[src/rtl/maquina_pkg.sv]
// Shared definitions for the FIFO supervisor: state encoding, limits and
// the width rule for FIFO index outputs.
package maquina_pkg;

  typedef enum logic [2:0] {
    ST_RESET  = 3'd0,
    ST_INIT   = 3'd1,
    ST_IDLE   = 3'd2,
    ST_ACTIVE = 3'd3,
    ST_ERROR  = 3'd4
  } state_t;

  localparam logic [3:0] ERR_CNT_MAX = 4'd15;

  // Width needed to index n FIFOs, never narrower than one bit.
  function automatic int id_w(input int n);
    return (n < 2) ? 1 : $clog2(n);
  endfunction

endpackage

[src/rtl/prio_enc.sv]
// Lowest-set-bit priority encoder: reports the smallest index whose request
// bit is set, or zero when no bit is set.
module prio_enc
  import maquina_pkg::*;
#(
  parameter int NUM_FIFOS = 5,
  localparam int ID_W = id_w(NUM_FIFOS)
) (
  input  logic [NUM_FIFOS-1:0] req,
  output logic [ID_W-1:0]      id
);

  logic found_s;

  // Scan upward and keep the first hit.
  always_comb begin
    id      = {ID_W{1'b0}};
    found_s = 1'b0;
    for (int i = 0; i < NUM_FIFOS; i++) begin
      if (req[i] && !found_s) begin
        id      = ID_W'(i);
        found_s = 1'b1;
      end else begin
        found_s = found_s;
      end
    end
  end

endmodule

[src/rtl/maquina_param.sv]
// Parameterised FIFO supervisor: latches thresholds in INIT, tracks FIFO
// activity between IDLE and ACTIVE, and parks in a sticky ERROR state.
module maquina_param
  import maquina_pkg::*;
#(
  parameter int NUM_FIFOS = 5,
  parameter int UMBRAL_W  = 2,
  parameter int IDLE_DLY  = 2,
  localparam int ID_W = id_w(NUM_FIFOS)
) (
  input  logic                 clk,
  input  logic                 reset,
  input  logic                 init,
  input  logic                 error_clr,
  input  logic [UMBRAL_W-1:0]  Umbrales_MFs,
  input  logic [UMBRAL_W-1:0]  Umbrales_VCs,
  input  logic [UMBRAL_W-1:0]  Umbrales_Ds,
  input  logic [NUM_FIFOS-1:0] FIFO_empties,
  input  logic [NUM_FIFOS-1:0] FIFO_errors,
  output logic [UMBRAL_W-1:0]  Umbrales_MFs_internos,
  output logic [UMBRAL_W-1:0]  Umbrales_VCs_internos,
  output logic [UMBRAL_W-1:0]  Umbrales_Ds_internos,
  output logic                 active_out,
  output logic                 idle_out,
  output logic                 error_out,
  output logic [ID_W-1:0]      error_fifo_id,
  output logic [3:0]           error_count
);

  state_t          state_r;
  state_t          state_nxt_s;
  logic [3:0]      idle_cnt_r;
  logic [3:0]      idle_cnt_nxt_s;
  logic            err_entry_s;
  logic            all_empty_s;
  logic            any_err_s;
  logic [ID_W-1:0] enc_id_s;

  assign all_empty_s = &FIFO_empties;
  assign any_err_s   = |FIFO_errors;

  prio_enc #(.NUM_FIFOS(NUM_FIFOS)) u_prio_enc (
    .req (FIFO_errors),
    .id  (enc_id_s)
  );

  // Next-state logic; errors outrank init, which outranks the empty tracking.
  always_comb begin
    state_nxt_s    = state_r;
    idle_cnt_nxt_s = 4'd0;
    err_entry_s    = 1'b0;
    case (state_r)
      ST_RESET: state_nxt_s = ST_INIT;
      ST_INIT: begin
        if (init) begin
          state_nxt_s = ST_INIT;
        end else begin
          state_nxt_s = ST_IDLE;
        end
      end
      ST_IDLE, ST_ACTIVE: begin
        if (any_err_s) begin
          state_nxt_s = ST_ERROR;
          err_entry_s = 1'b1;
        end else if (init) begin
          state_nxt_s = ST_INIT;
        end else if (state_r == ST_IDLE) begin
          if (all_empty_s) begin
            state_nxt_s = ST_IDLE;
          end else begin
            state_nxt_s = ST_ACTIVE;
          end
        end else if (all_empty_s) begin
          // Counter holds the number of all-empty cycles already seen.
          if (({1'b0, idle_cnt_r} + 5'd1) >= 5'(IDLE_DLY)) begin
            state_nxt_s = ST_IDLE;
          end else begin
            idle_cnt_nxt_s = idle_cnt_r + 4'd1;
          end
        end else begin
          idle_cnt_nxt_s = 4'd0;
        end
      end
      ST_ERROR: begin
        if (error_clr) begin
          state_nxt_s = ST_RESET;
        end else begin
          state_nxt_s = ST_ERROR;
        end
      end
      default: state_nxt_s = ST_RESET;
    endcase
  end

  // State register and registered outputs; thresholds move only while in INIT.
  always_ff @(posedge clk) begin
    if (!reset) begin
      state_r               <= ST_RESET;
      idle_cnt_r            <= 4'd0;
      active_out            <= 1'b0;
      idle_out              <= 1'b0;
      error_out             <= 1'b0;
      Umbrales_MFs_internos <= {UMBRAL_W{1'b0}};
      Umbrales_VCs_internos <= {UMBRAL_W{1'b0}};
      Umbrales_Ds_internos  <= {UMBRAL_W{1'b0}};
      error_fifo_id         <= {ID_W{1'b0}};
      error_count           <= 4'd0;
    end else begin
      state_r    <= state_nxt_s;
      idle_cnt_r <= idle_cnt_nxt_s;
      active_out <= (state_nxt_s == ST_ACTIVE);
      idle_out   <= (state_nxt_s == ST_IDLE);
      error_out  <= (state_nxt_s == ST_ERROR);
      if (state_r == ST_INIT) begin
        Umbrales_MFs_internos <= Umbrales_MFs;
        Umbrales_VCs_internos <= Umbrales_VCs;
        Umbrales_Ds_internos  <= Umbrales_Ds;
      end
      if (err_entry_s) begin
        error_fifo_id <= enc_id_s;
        if (error_count != ERR_CNT_MAX) begin
          error_count <= error_count + 4'd1;
        end
      end
    end
  end

endmodule

[config.mk]
export PLATFORM = sky130hd
export DESIGN_NAME = maquina_param
export DESIGN_NICKNAME = d
export VERILOG_FILES = /design/src/rtl/maquina_pkg.sv /design/src/rtl/prio_enc.sv /design/src/rtl/maquina_param.sv
export SDC_FILE = /design/constraint.sdc
export NUM_CORES = 1
export LEC_CHECK = 0
export ABC_AREA = 1
export CORE_MARGIN = 2
export CORE_UTILIZATION = 43
export DETAILED_ROUTE_END_ITERATION = 6
export GPL_ROUTABILITY_DRIVEN = 0
export MAX_ROUTING_LAYER = met4
export PLACE_DENSITY = 0.83
export SYNTH_ARGS = -nofsm -noshare
export SYNTH_HDL_FRONTEND = slang
export SYNTH_SLANG_ARGS = --single-unit
export TNS_END_PERCENT = 100
[constraint.sdc]
create_clock -name clk -period 1.5 [get_ports clk]
set_input_delay 0.3 -clock clk [delete_from_list [all_inputs] [get_ports clk]]
set_output_delay 0.3 -clock clk [all_outputs]
set_load 0.01 [all_outputs]
# == Yosys cells after proc, flatten, opt, wreduce, memory -nomap -nowiden ==
# Cells that the tools add are included.
# W data, S select, Z words.
# word_totals
register_bits,23
out_inout_bits,16
elab_cells,58
# op_classes
addsub,3
n_lt_le_gt_ge,1
eq_ne,8
muxes,19
n_bitwise,3
n_reduce_logical,14
# ops
cell,count
$mux W3,7
$eq A3 B2 Y1 const B,4
$pmux W3 S4,1
$reduce_or A11 Y1,1
$add A4 B1 Y4 const B,2
$mux W1,8
$eq A3 B3 Y1 const B,2
$mux W2,3
$add A4 B1 Y5 const B,1
$ge A5 B2 Y1 const B,1
$reduce_and A5 Y1,1
$reduce_or A5 Y1,1
$logic_and A1 B1 Y1,4
$logic_not A1 Y1,4
$ne A4 B4 Y1 const B,1
$eq A3 B1 Y1 const B,1
$logic_not A3 Y1,1
$not A1 Y1,3
$reduce_and A2 Y1,1
$reduce_or A2 Y1,1

# == Depth between registers and ports, before layout ==
# logic_depth
ltp_word,13
depth_mapped,9
depth_no_buf,9

# == Modules after synthesis ==
# A second synthesis with hierarchy kept.
# hier_totals
hier_cells,137
area_unflattened_um2,1033.5
# modules_own_cells
mod,n_inst,cells_per_inst,area_per_inst_um2
maquina_param,1,127,989.7
prio_enc,1,10,43.8

# == Worst setup path after synthesis ==
# OpenSTA, ideal clock, no wires.
# synth_timing
path_type,reg2reg
startpoint,register idle_cnt_r[1]
endpoint,register idle_out
setup_ns,0.112
arrival_time_ns,1.175
required_time_ns,1.388
slack_ns,0.213
stages_incl_launch_ff,9
period_less_slack_ns,1.287
cell_sequence,dfxtp_1 -> inv_1 -> ha_1 -> nor3b_1 -> nand4_1 -> nand2_1 -> nand2_2 -> nand2_1 -> nor2_2
# synth_between
elab_chain_cells,9
# synth_lines
element,line,source
start: declaration,maquina_param.sv:32,logic [3:0] idle_cnt_r;
start signal: assignment,maquina_param.sv:110,idle_cnt_r <= idle_cnt_nxt_s;
$add A4 B1 Y5,maquina_param.sv:75,"if (({1'b0, idle_cnt_r} + 5'd1) >= 5'(IDLE_DLY)) begin"
$ge A5 B2 Y1,maquina_param.sv:75,
$mux W3,maquina_param.sv:75,
$mux W3,maquina_param.sv:73,end else if (all_empty_s) begin
$mux W3,maquina_param.sv:67,end else if (state_r == ST_IDLE) begin
$mux W3,maquina_param.sv:65,end else if (init) begin
$mux W3,maquina_param.sv:62,if (any_err_s) begin
$pmux W3 S4,maquina_param.sv:52,case (state_r)
$eq A3 B2 Y1,maquina_param.sv:112,idle_out <= (state_nxt_s == ST_IDLE);
end signal: assignment,maquina_param.sv:112,
end: declaration,maquina_param.sv:24,"output logic idle_out,"
# No other way between the ends.
# A chain may end at the register's enable or synchronous reset.

# == Worst setup path in the final report ==
# Same ends and word-level chain as after synthesis.

==> results.sh <==
export IMPL_outcome="complete, no violations"
export IMPL_setup_viol=0
export IMPL_synth_area_mm2=0.00101
export IMPL_worst_setup_path_end_kind="register"
export IMPL_diodes=0
export IMPL_drt_pass1_iter_count=4
export IMPL_rows=17
export IMPL_synth_compound_gate_area_share_pct=11.6
export IMPL_antenna_found_initial=0
export IMPL_power_density_mw_per_mm2=789
export IMPL_crit_path_start_kind="register"
export IMPL_cp_max_fo=3
export IMPL_wl_per_cell_um=11.1
export IMPL_wl_um=2240
export IMPL_cts_buffer_depth=2
export IMPL_clock_skew_ps=0.895
export IMPL_grt_setup_unrepaired="no"
export IMPL_crit_required_ps=1730
export IMPL_vias=994
export IMPL_synth_xor_area_share_pct=0.870
export IMPL_ant_nets=0
export IMPL_synth_top_family_by_area="simple AND/OR/NAND/NOR gates"
export IMPL_fin_area_mm2=0.00146
export IMPL_drt_iter0_markers=12
export IMPL_cap_violations=0
export IMPL_syn2layout_area_growth_pct=45.1
export IMPL_start_util_pct=45.5
export IMPL_layout_min_cycle_time_ps=1320
export IMPL_design_die_area_mm2=0.00275
export IMPL_grt_pass1_wl_um=3790
export IMPL_grt_pass1_vias=974
export IMPL_die_h_um=52.4
export IMPL_path_class="reg -> reg"
export IMPL_fmax_mhz=756
export IMPL_synth_mux_area_share_pct=0
export IMPL_synth_simple_area_share_pct=30.7
export IMPL_layout_common_cells="21 x nor2_1, 20 x dfxtp_1, 19 x clkdlybuf4s50_1, 17 x nand2_1, 15 x inv_1"
export IMPL_io_pins=36
export IMPL_clock_latency_ps=310
export IMPL_clock_sinks=23
export IMPL_hold_viol=0
export IMPL_ys_seq_area_share_pct=45.7
export IMPL_crit_arrival_ps=1550
export IMPL_nFillCells=200
export IMPL_syn_area_per_cell_um2=7.81
export IMPL_synthAdderAreaFrac_pct=3.73
export IMPL_grt_max_degree=14
export IMPL_ys_types=24
export IMPL_numPortBuffers=35
export IMPL_cts_tree="done"
export IMPL_numCtsBuffers=3
export IMPL_tns_ps=0
export IMPL_final_layout_size_suffix_gt1_share_pct=15.5
export IMPL_layout_commonest_cell="nor2_1"
export IMPL_placed_area_mm2=0.00143
export IMPL_htree_levels=1
export IMPL_period_share_pct=88.2
export IMPL_die_x_um=52.4
export IMPL_nets=198
export IMPL_hold_buffers=0
export IMPL_leakagePower_nw=0.708
export IMPL_dpl_hpwl_um=1840
export IMPL_viasPerCell=4.92
export IMPL_coreArea_mm2=0.00221
export IMPL_cts_root_buf="clkbuf_4"
export IMPL_maxSlewViolCount=0
export IMPL_grt_ovfl_total=0
export IMPL_syn_inst=129
export IMPL_hp_class="reg -> reg"
export IMPL_synth_seq_cells=23
export IMPL_peakVddDrop_uv=676
export IMPL_grt_util_all_layers_pct=19.3
export IMPL_drc=0
export IMPL_path_clk_slew_ps=120
export IMPL_ys_warn_count=0
## power by group
part	internal (W)	switching (W)	total [W]
combinational	0.000109	0.000102	0.000211
clock	0.0000998	0.000181	0.000281
sequential	0.000642	0.0000188	0.000661
## worst paths after layout
check                                                endpoint  slack (ps)                     startpoint  cells past startpoint
worst max-delay path                      idle_out$_SDFF_PN0_         180       idle_cnt_r[1]$_SDFF_PP0_                      8
worst min-delay path            error_fifo_id[1]$_SDFFE_PN0P_         470  error_fifo_id[1]$_SDFFE_PN0P_                      2
worst max register to register            idle_out$_SDFF_PN0_         180       idle_cnt_r[1]$_SDFF_PP0_                      8
worst min register to register  error_fifo_id[1]$_SDFFE_PN0P_         470  error_fifo_id[1]$_SDFFE_PN0P_                      2
## synth_stat cells, drive strengths merged
| cell | instances | share of area, % |
|---|---|---|
| ha | 3 | 3.7 |
| inv | 16 | 6.0 |
| nor4 | 1 | 0.62 |
| conb | 1 | 0.37 |
| nand2 | 19 | 7.6 |
| nor2 | 26 | 11 |
| nor3 | 1 | 0.99 |
| nor3b | 1 | 0.75 |
| xnor2 | 1 | 0.87 |
| nand4 | 3 | 3.4 |
| nand3 | 11 | 6.0 |
| clkinv | 1 | 0.37 |
| buf | 1 | 0.75 |
| o21ai | 10 | 5.3 |
| a21oi | 11 | 6.2 |
| dfxtp | 23 | 46 |
## kinds of logic after synthesis
| logic type | count (synthesis) |
|---|---|
| fa+ha+maj | 3 |
| xor+xnor | 1 |
| other cells | 1 |
| flops | 23 |
| compound gates | 21 |
| buf+inv | 18 |
| simple gates | 62 |
## sequential cells by signal (all words and copies together) (netlist names)
signal,count
idle_out,1
Umbrales_Ds_internos,2
Umbrales_VCs_internos,2
Umbrales_MFs_internos,2
error_fifo_id,3
state_r,3
error_out,1
active_out,1
error_count,4
idle_cnt_r,4
## worst max-delay path, stage by stage, from the launching register on
cell and delay, ps:
dfxtp_1 380, inv_1 60, ha_1 260, nor3b_2 180, nand4_1 90, nand2_1 90, nand2_2 70, nand2_1 70
nor2_2 30
## area by class of cell
type	count	area [µm²]	area share, %
multi-input combinational	90	488	33.4
sequential	23	464	31.8
clock inverter	1	5.00	0.342
tap	28	35.0	2.40
inverter	17	63.8	4.37
timing repair buffer	40	383	26.2
clock buffer	3	22.5	1.54
## per-stage QoR
step	setup slack (ps)	utilization, %	hold WS [ps]	power [W]	cells
after floorplan	213	-	463	0.000776	131
after global placement	14.3	64.6	450	0.000893	198
after detailed placement	-67.3	64.6	461	0.000899	198
after CTS	3.79	65.4	476	0.00117	202
after global routing	39.3	66.1	498	0.00121	202
final	177	66.1	470	0.00115	202
## per-layer routing
layer / vias to the layer above / wire length [µm] / track usage [%]
li1: 504 / - / -
met1: 458 / 908 / 19.4
met2: 25 / 1170 / 36.3
met3: 7 / 123 / 2.86
met4: 0 / 40 / 8.97
met5: - / 0 / -
## repair_timing
item | in CTS | in global routing
resized for setup | 15 | 5
endpoints found under the setup margin | 12 | 6
setup buffers | 0 | 0
No activity file was read; power rests on OpenSTA's default activity.
==> patch 1, RTL diff (same flow settings) <==
`NUM_FIFOS` is set to 5 in 2 places; all go to 10.
--- a/src/rtl/prio_enc.sv
+++ b/src/rtl/prio_enc.sv
@@ -3,7 +3,7 @@
 module prio_enc
   import maquina_pkg::*;
 #(
-  parameter int NUM_FIFOS = 5,
+  parameter int NUM_FIFOS = 10,
   localparam int ID_W = id_w(NUM_FIFOS)
 ) (
   input  logic [NUM_FIFOS-1:0] req,
--- a/src/rtl/maquina_param.sv
+++ b/src/rtl/maquina_param.sv
@@ -3,7 +3,7 @@
 module maquina_param
   import maquina_pkg::*;
 #(
-  parameter int NUM_FIFOS = 5,
+  parameter int NUM_FIFOS = 10,
   parameter int UMBRAL_W  = 2,
   parameter int IDLE_DLY  = 2,
   localparam int ID_W = id_w(NUM_FIFOS)
Interface: changed (resized FIFO_empties, FIFO_errors and error_fifo_id); port bits go from 36 to 47. The function was not compared with the original's and may differ.
==> patch 1 against the original RTL <==
Worst hold slack gained 0.011 ns. Critical path type is now flip-flop to output port. Total power grew 6.1%. First-iteration DRC count grew to 2.7 times the old value. Wire length grew 22%. Cell area grew 22%. Area after synthesis grew 16%. Highest routed layer unchanged. Sequential cell count grew 1. Critical path depth shrank 7. Worst setup slack lost 0.14 ns. Count of clock-buffer cells in the layout is the same.
==> patch 1: results (changes against the original RTL) <==
Synth cell types -> 25 (+4.2%)
Hold Crit Class -> flip-flop to flip-flop
fillers -> 222 (+11%)
clock skew -> 0.008855 ns (+0.007959 ns)
number of diodes -> 0 (unchanged)
worst hold stages -> 2 (unchanged)
register area share after synthesis -> 41.29% (-4.4 points)
CP Data Required Time -> 1.20 ns (-0.53 ns)
outcome -> completed
CTS buffer count -> 3 (unchanged)
clock slew at reported path FFs -> 0.12 ns (about the same)
VDD IR max -> 705.2 uV (+4.3%)
CTS H-tree lvls -> 1 (unchanged)
Max stage delay cell, worst path -> clkdlybuf4s50_1
Period Utilization, post-route -> 97.23% (+9.0 points)
Max stage delay on crit path -> 0.52 ns (+0.14 ns)
Setup Buffers After CTS -> 0 (unchanged)
Commonest cells post-synth -> 35 x nor2_1, 29 x nand2_1, 24 x dfxtp_1, 18 x inv_1, 14 x nand3_1
first-pass GRT wire length -> 4.830 mm (+28%)
nets@finish -> 262 (+32%)
largest net degree at the start of global routing -> 13 (-1)
most common cell in the netlist -> nor2_1
DRC Markers -> 0 (unchanged)
Yosys Warn Count -> 0 (unchanged)
ratio of cells with drive above 1 in the final layout -> 15.42% (-0.099 points)
R2R depth -> 8 (unchanged)
initial antenna violation count -> 0 (unchanged)
final WL -> 2.725 mm (+22%)
HPWL Detailed -> 2.266 mm (+23%)
clk_lat worst skew -> 0.31 ns (about the same)
Max Root-Sink Buffers -> 2 (unchanged)
top cells by area, synth -> dfxtp_1 41%, nor2_1 11%, nand2_1 9.4%
input/output buffers -> 46 (+31%)
CP delay by family, top -> buffers and inverters
asr flop ratio synth -> 0% (unchanged)
Top Registers -> error_count (4), error_fifo_id (4), idle_cnt_r (4)
Leak -> 0.0008784 uW (+24%)
DR vias -> 1,226 (+23%)
CP Max Fanout -> 1 (-2)
Root Buffer -> clkbuf_4
ys flop type -> dfxtp_1
DR iter-0 viols -> 32 (+20)
GRT Resource Usage Total -> 19.26% (-0.066 points)
1st-pass router iterations -> 4 (unchanged)
==> patch 1: cell count changes in the layout (fill, tap and decap cells not counted), moves of 2 or more <==
cell | before | now
nand2_2 | 2 | 5
o21ai_0 | 9 | 7
nand3_1 | 10 | 14
inv_1 | 15 | 18
a21oi_2 | 2 | 4
nor2_1 | 21 | 34
clkdlybuf4s50_1 | 19 | 29
buf_4 | 5 | 13
o21ai_1 | 0 | 2
dlygate4sd2_1 | 12 | 14
nand2_1 | 17 | 28
==> patch 1: timing repair <==
action                     CTS  global route
pin swaps                    0             2
gates resized for setup     19             7
setup endpoints to repair   14             9
==> patch 1: cell type report <==
class | instances | share of cell area (%)
Tap cell | 30 | 2.111
Timing Repair Buffer | 59 | 30.82
Inverter | 19 | 4.293
Clock buffer | 3 | 1.267
Multi-Input combinational cell | 122 | 33.99
Sequential cell | 24 | 27.52
==> patch 1: path summary, 6_finish.rpt <==
kind                     from               end  slack, ns
max reg2reg     idle_cnt_r[0]        active_out       0.16
max                 error_out         error_out       0.04
min          error_fifo_id[3]  error_fifo_id[3]       0.48
min reg2reg  error_fifo_id[3]  error_fifo_id[3]       0.48
==> patch 1: power breakdown <==
group	total (uW)	internal, uW	switching (uW)
logic	263	146	117
registers	687	668	18.7
clock network	273	93.8	180
total	1220	908	315
==> patch 1: stage by stage <==
stage	setup WS (ns)	total power, uW	TNS [ns]	cells	instance area, sq um
6_report	0.04160	1223	0	257	1778
5_1_grt	0.005475	1296	0	257	1778
4_1_cts	0.02933	1236	0	257	1764
3_5_place_dp	-0.2381	979.6	-2.251	254	1752
3_3_place_gp	-0.1755	970.3	-1.758	254	1752
2_1_floorplan	0.2695	810.8	0	167	1171
==> patch 1: per-layer routing <==
layer | track usage [%] | share of wire [%] | vias to the layer above
met2 | 36.30 | 55 | 27
met1 | 20.54 | 40 | 542
met5 | - | 0 | -
li1 | - | - | 653
met4 | 3.741 | 0.55 | 0
met3 | 4.186 | 4.0 | 4
==> patch 1: cell families after synthesis <==
logic type	Yosys count	share of synthesized area (%)
AO/OA/AOI/OAI	23	11.72
adder cells (fa/ha/maj)	3	3.226
buffers and inverters	21	7.849
flip-flops	24	41.29
AND/OR/NAND/NOR	91	34.09
other	1	0.3223
XOR/XNOR	2	1.506
==> patch 2, RTL diff (config.mk and constraints unchanged) <==
Without the edit above. Register the input `FIFO_empties` before use. The logic sees it one clock later. The other inputs are not delayed to match.
--- a/src/rtl/maquina_param.sv
+++ b/src/rtl/maquina_param.sv
@@ -27,6 +27,12 @@
   output logic [3:0]           error_count
 );
 
+  logic [NUM_FIFOS-1:0] FIFO_empties_q;
+
+  always_ff @(posedge clk) begin
+    FIFO_empties_q <= FIFO_empties;
+  end
+
   state_t          state_r;
   state_t          state_nxt_s;
   logic [3:0]      idle_cnt_r;
@@ -36,7 +42,7 @@
   logic            any_err_s;
   logic [ID_W-1:0] enc_id_s;
 
-  assign all_empty_s = &FIFO_empties;
+  assign all_empty_s = &FIFO_empties_q;
   assign any_err_s   = |FIFO_errors;
 
   prio_enc #(.NUM_FIFOS(NUM_FIFOS)) u_prio_enc (
Behaviour: not the same (Yosys sat finds a counterexample within 4 cycles, from zero or initial values and one cycle with reset low).
==> patch 2 against the original RTL <==
Worst setup slack better by 0.012 ns. Utilization down 3.4 points. Via count up 2.3%. Area after synthesis up 11%. Cell area up 6.3%. Wire length up 7.8%. Sequential cell count up 5. Total power up 13%. Clock skew up 0.014 ns. Sequential power up 22%. Highest routed layer unchanged.
==> patch 2: results (changes against the original RTL) <==
outcome -> completed
vias in the first global route -> 986 (+1.2%)
clock skew -> 0.01512 ns (+0.01423 ns)
nets@finish -> 203 (+2.5%)
Hold Fails Final Rpt -> 0 (unchanged)
CP Max Fanout -> 5 (+2)
worst hold slack -> 0.4222 ns (-0.04826 ns)
Top Registers -> FIFO_empties_q (5), error_count (4), idle_cnt_r (4)
Setup Slack @ Placement -> -0.09153 ns (-0.02425 ns)
number of diodes -> 0 (unchanged)
Synth cell types -> 23 (-4.2%)
crit path DAT -> 1.55 ns (about the same)
asr flop ratio synth -> 0% (unchanged)
Max Root-Sink Buffers -> 2 (unchanged)
input/output buffers -> 35 (unchanged)
CTS H-tree lvls -> 1 (unchanged)
top cells by area, synth -> dfxtp_1 50%, nor2_1 7.7%, nand2_1 5.7%
Commonest cells post-synth -> 28 x dfxtp_1, 23 x nor2_1, 17 x nand2_1, 11 x inv_1, 10 x a21oi_1
CTS buffer count -> 3 (unchanged)
sw power -> 318.3 uW (+5.5%)
HPWL Detailed -> 1.899 mm (+3.4%)
GRT Resource Usage Total -> 17.72% (-1.6 points)
first-pass GRT wire length -> 3.767 mm (-0.55%)
syn_area_per_cell -> 8.206 sq um (+5.1%)
DR iter-0 viols -> 15 (+3)
DR vias -> 1,017 (+2.3%)
VDD IR max -> 693.0 uV (+2.5%)
initial antenna violation count -> 0 (unchanged)
ys flop type -> dfxtp_1
Leak -> 0.0007529 uW (+6.4%)
drt wl/cell -> 11.60 um (+4.7%)
Yosys Warn Count -> 0 (unchanged)
largest net degree at the start of global routing -> 15 (+1)
fin. max-slew vios -> 0 (unchanged)
clock slew at reported path FFs -> 0.12 ns (about the same)
clk_lat worst skew -> 0.32 ns
dpl cells -> 205 (+3.5%)
Hold Crit Class -> input pin to flip-flop
ratio of cells with drive above 1 in the final layout -> 14.04% (-1.5 points)
Root Buffer -> clkbuf_4
1st-pass router iterations -> 3 (-1)
register area share after synthesis -> 50.22% (+4.5 points)
final WL -> 2.412 mm (+7.8%)
## patch 2: changes by cell type in the layout (fill, tap and decap cells not counted), sizes merged, moves of 2 or more
| cell | change |
|---|---|
| o21ai | -2 |
| nand3b | +4 |
| dfxtp | +5 |
| inv | -2 |
| nor2 | +2 |
| buf | -2 |
| nand3 | -2 |
| clkinv | -2 |
## patch 2: power by group through the flow
stage               Clock [uW]  Combinational [uW]  Sequential (uW)
finish                     286                 208              806
global route               315                 229              810
CTS                        295                 210              805
detailed placement           0                 221              824
global placement             0                 212              821
floorplan                    0                85.0              831
## patch 2: final cells by class
class,instances,area [sq um]
sequential,28,569.3
inverter,14,52.55
clock buffer,3,22.52
timing repair buffer,38,364.1
tap,30,37.54
multi-input combinational,95,506.7
fill,222,924.6
## patch 2: layer usage
metal  vias up  part of all wire, %  global-route usage [%]
li1        523                    -                       -
met1       459                   41                   17.17
met4         0                  1.1                   8.537
met2        31                   50                   33.13
met5         -                    0                       -
met3         4                  7.5                   3.763
## patch 2: through the flow
step | util [%] | cell area (sq um)
finish | 62.68 | 1553
global route | 62.68 | 1553
CTS | 62.32 | 1544
detailed placement | 61.77 | 1530
global placement | 61.77 | 1530
floorplan | - | 1124
## patch 2: worst paths after layout
path	startpoint	to	slack, ns	depth (start not counted)
worst max-delay path	idle_cnt_r[0]	state_r[0]	0.19	9
worst min-delay path	FIFO_empties[2]	FIFO_empties_q[2]	0.42	1
worst max register to register	idle_cnt_r[0]	state_r[0]	0.19	9
worst min register to register	error_fifo_id[1]	error_fifo_id[1]	0.49	2
## patch 2: worst max-delay path, stage by stage (launching register included)
cell	delay, ns
dfxtp_1	0.42
ha_1	0.19
inv_1	0.04
nand2_1	0.05
nand2_1	0.06
nor2_1	0.12
nand3_1	0.08
nand2_1	0.08
nand2_2	0.07
a21oi_1	0.14
## patch 2: cells by family after synthesis
logic type | count (synthesis) | share of synthesized area [%]
other | 1 | 0.3360
AND/OR/NAND/NOR | 68 | 30.27
buffers and inverters | 15 | 5.044
flip-flops | 28 | 50.22
XOR/XNOR | 2 | 1.570
adder cells (fa/ha/maj) | 3 | 3.364
AO/OA/AOI/OAI | 19 | 9.193
## patch 2: timing repair
action	4_1_cts	5_1_grt
setup endpoints to repair	13	5
buffers inserted	0	0
hold endpoints to repair	0	0
resized for setup	18	4
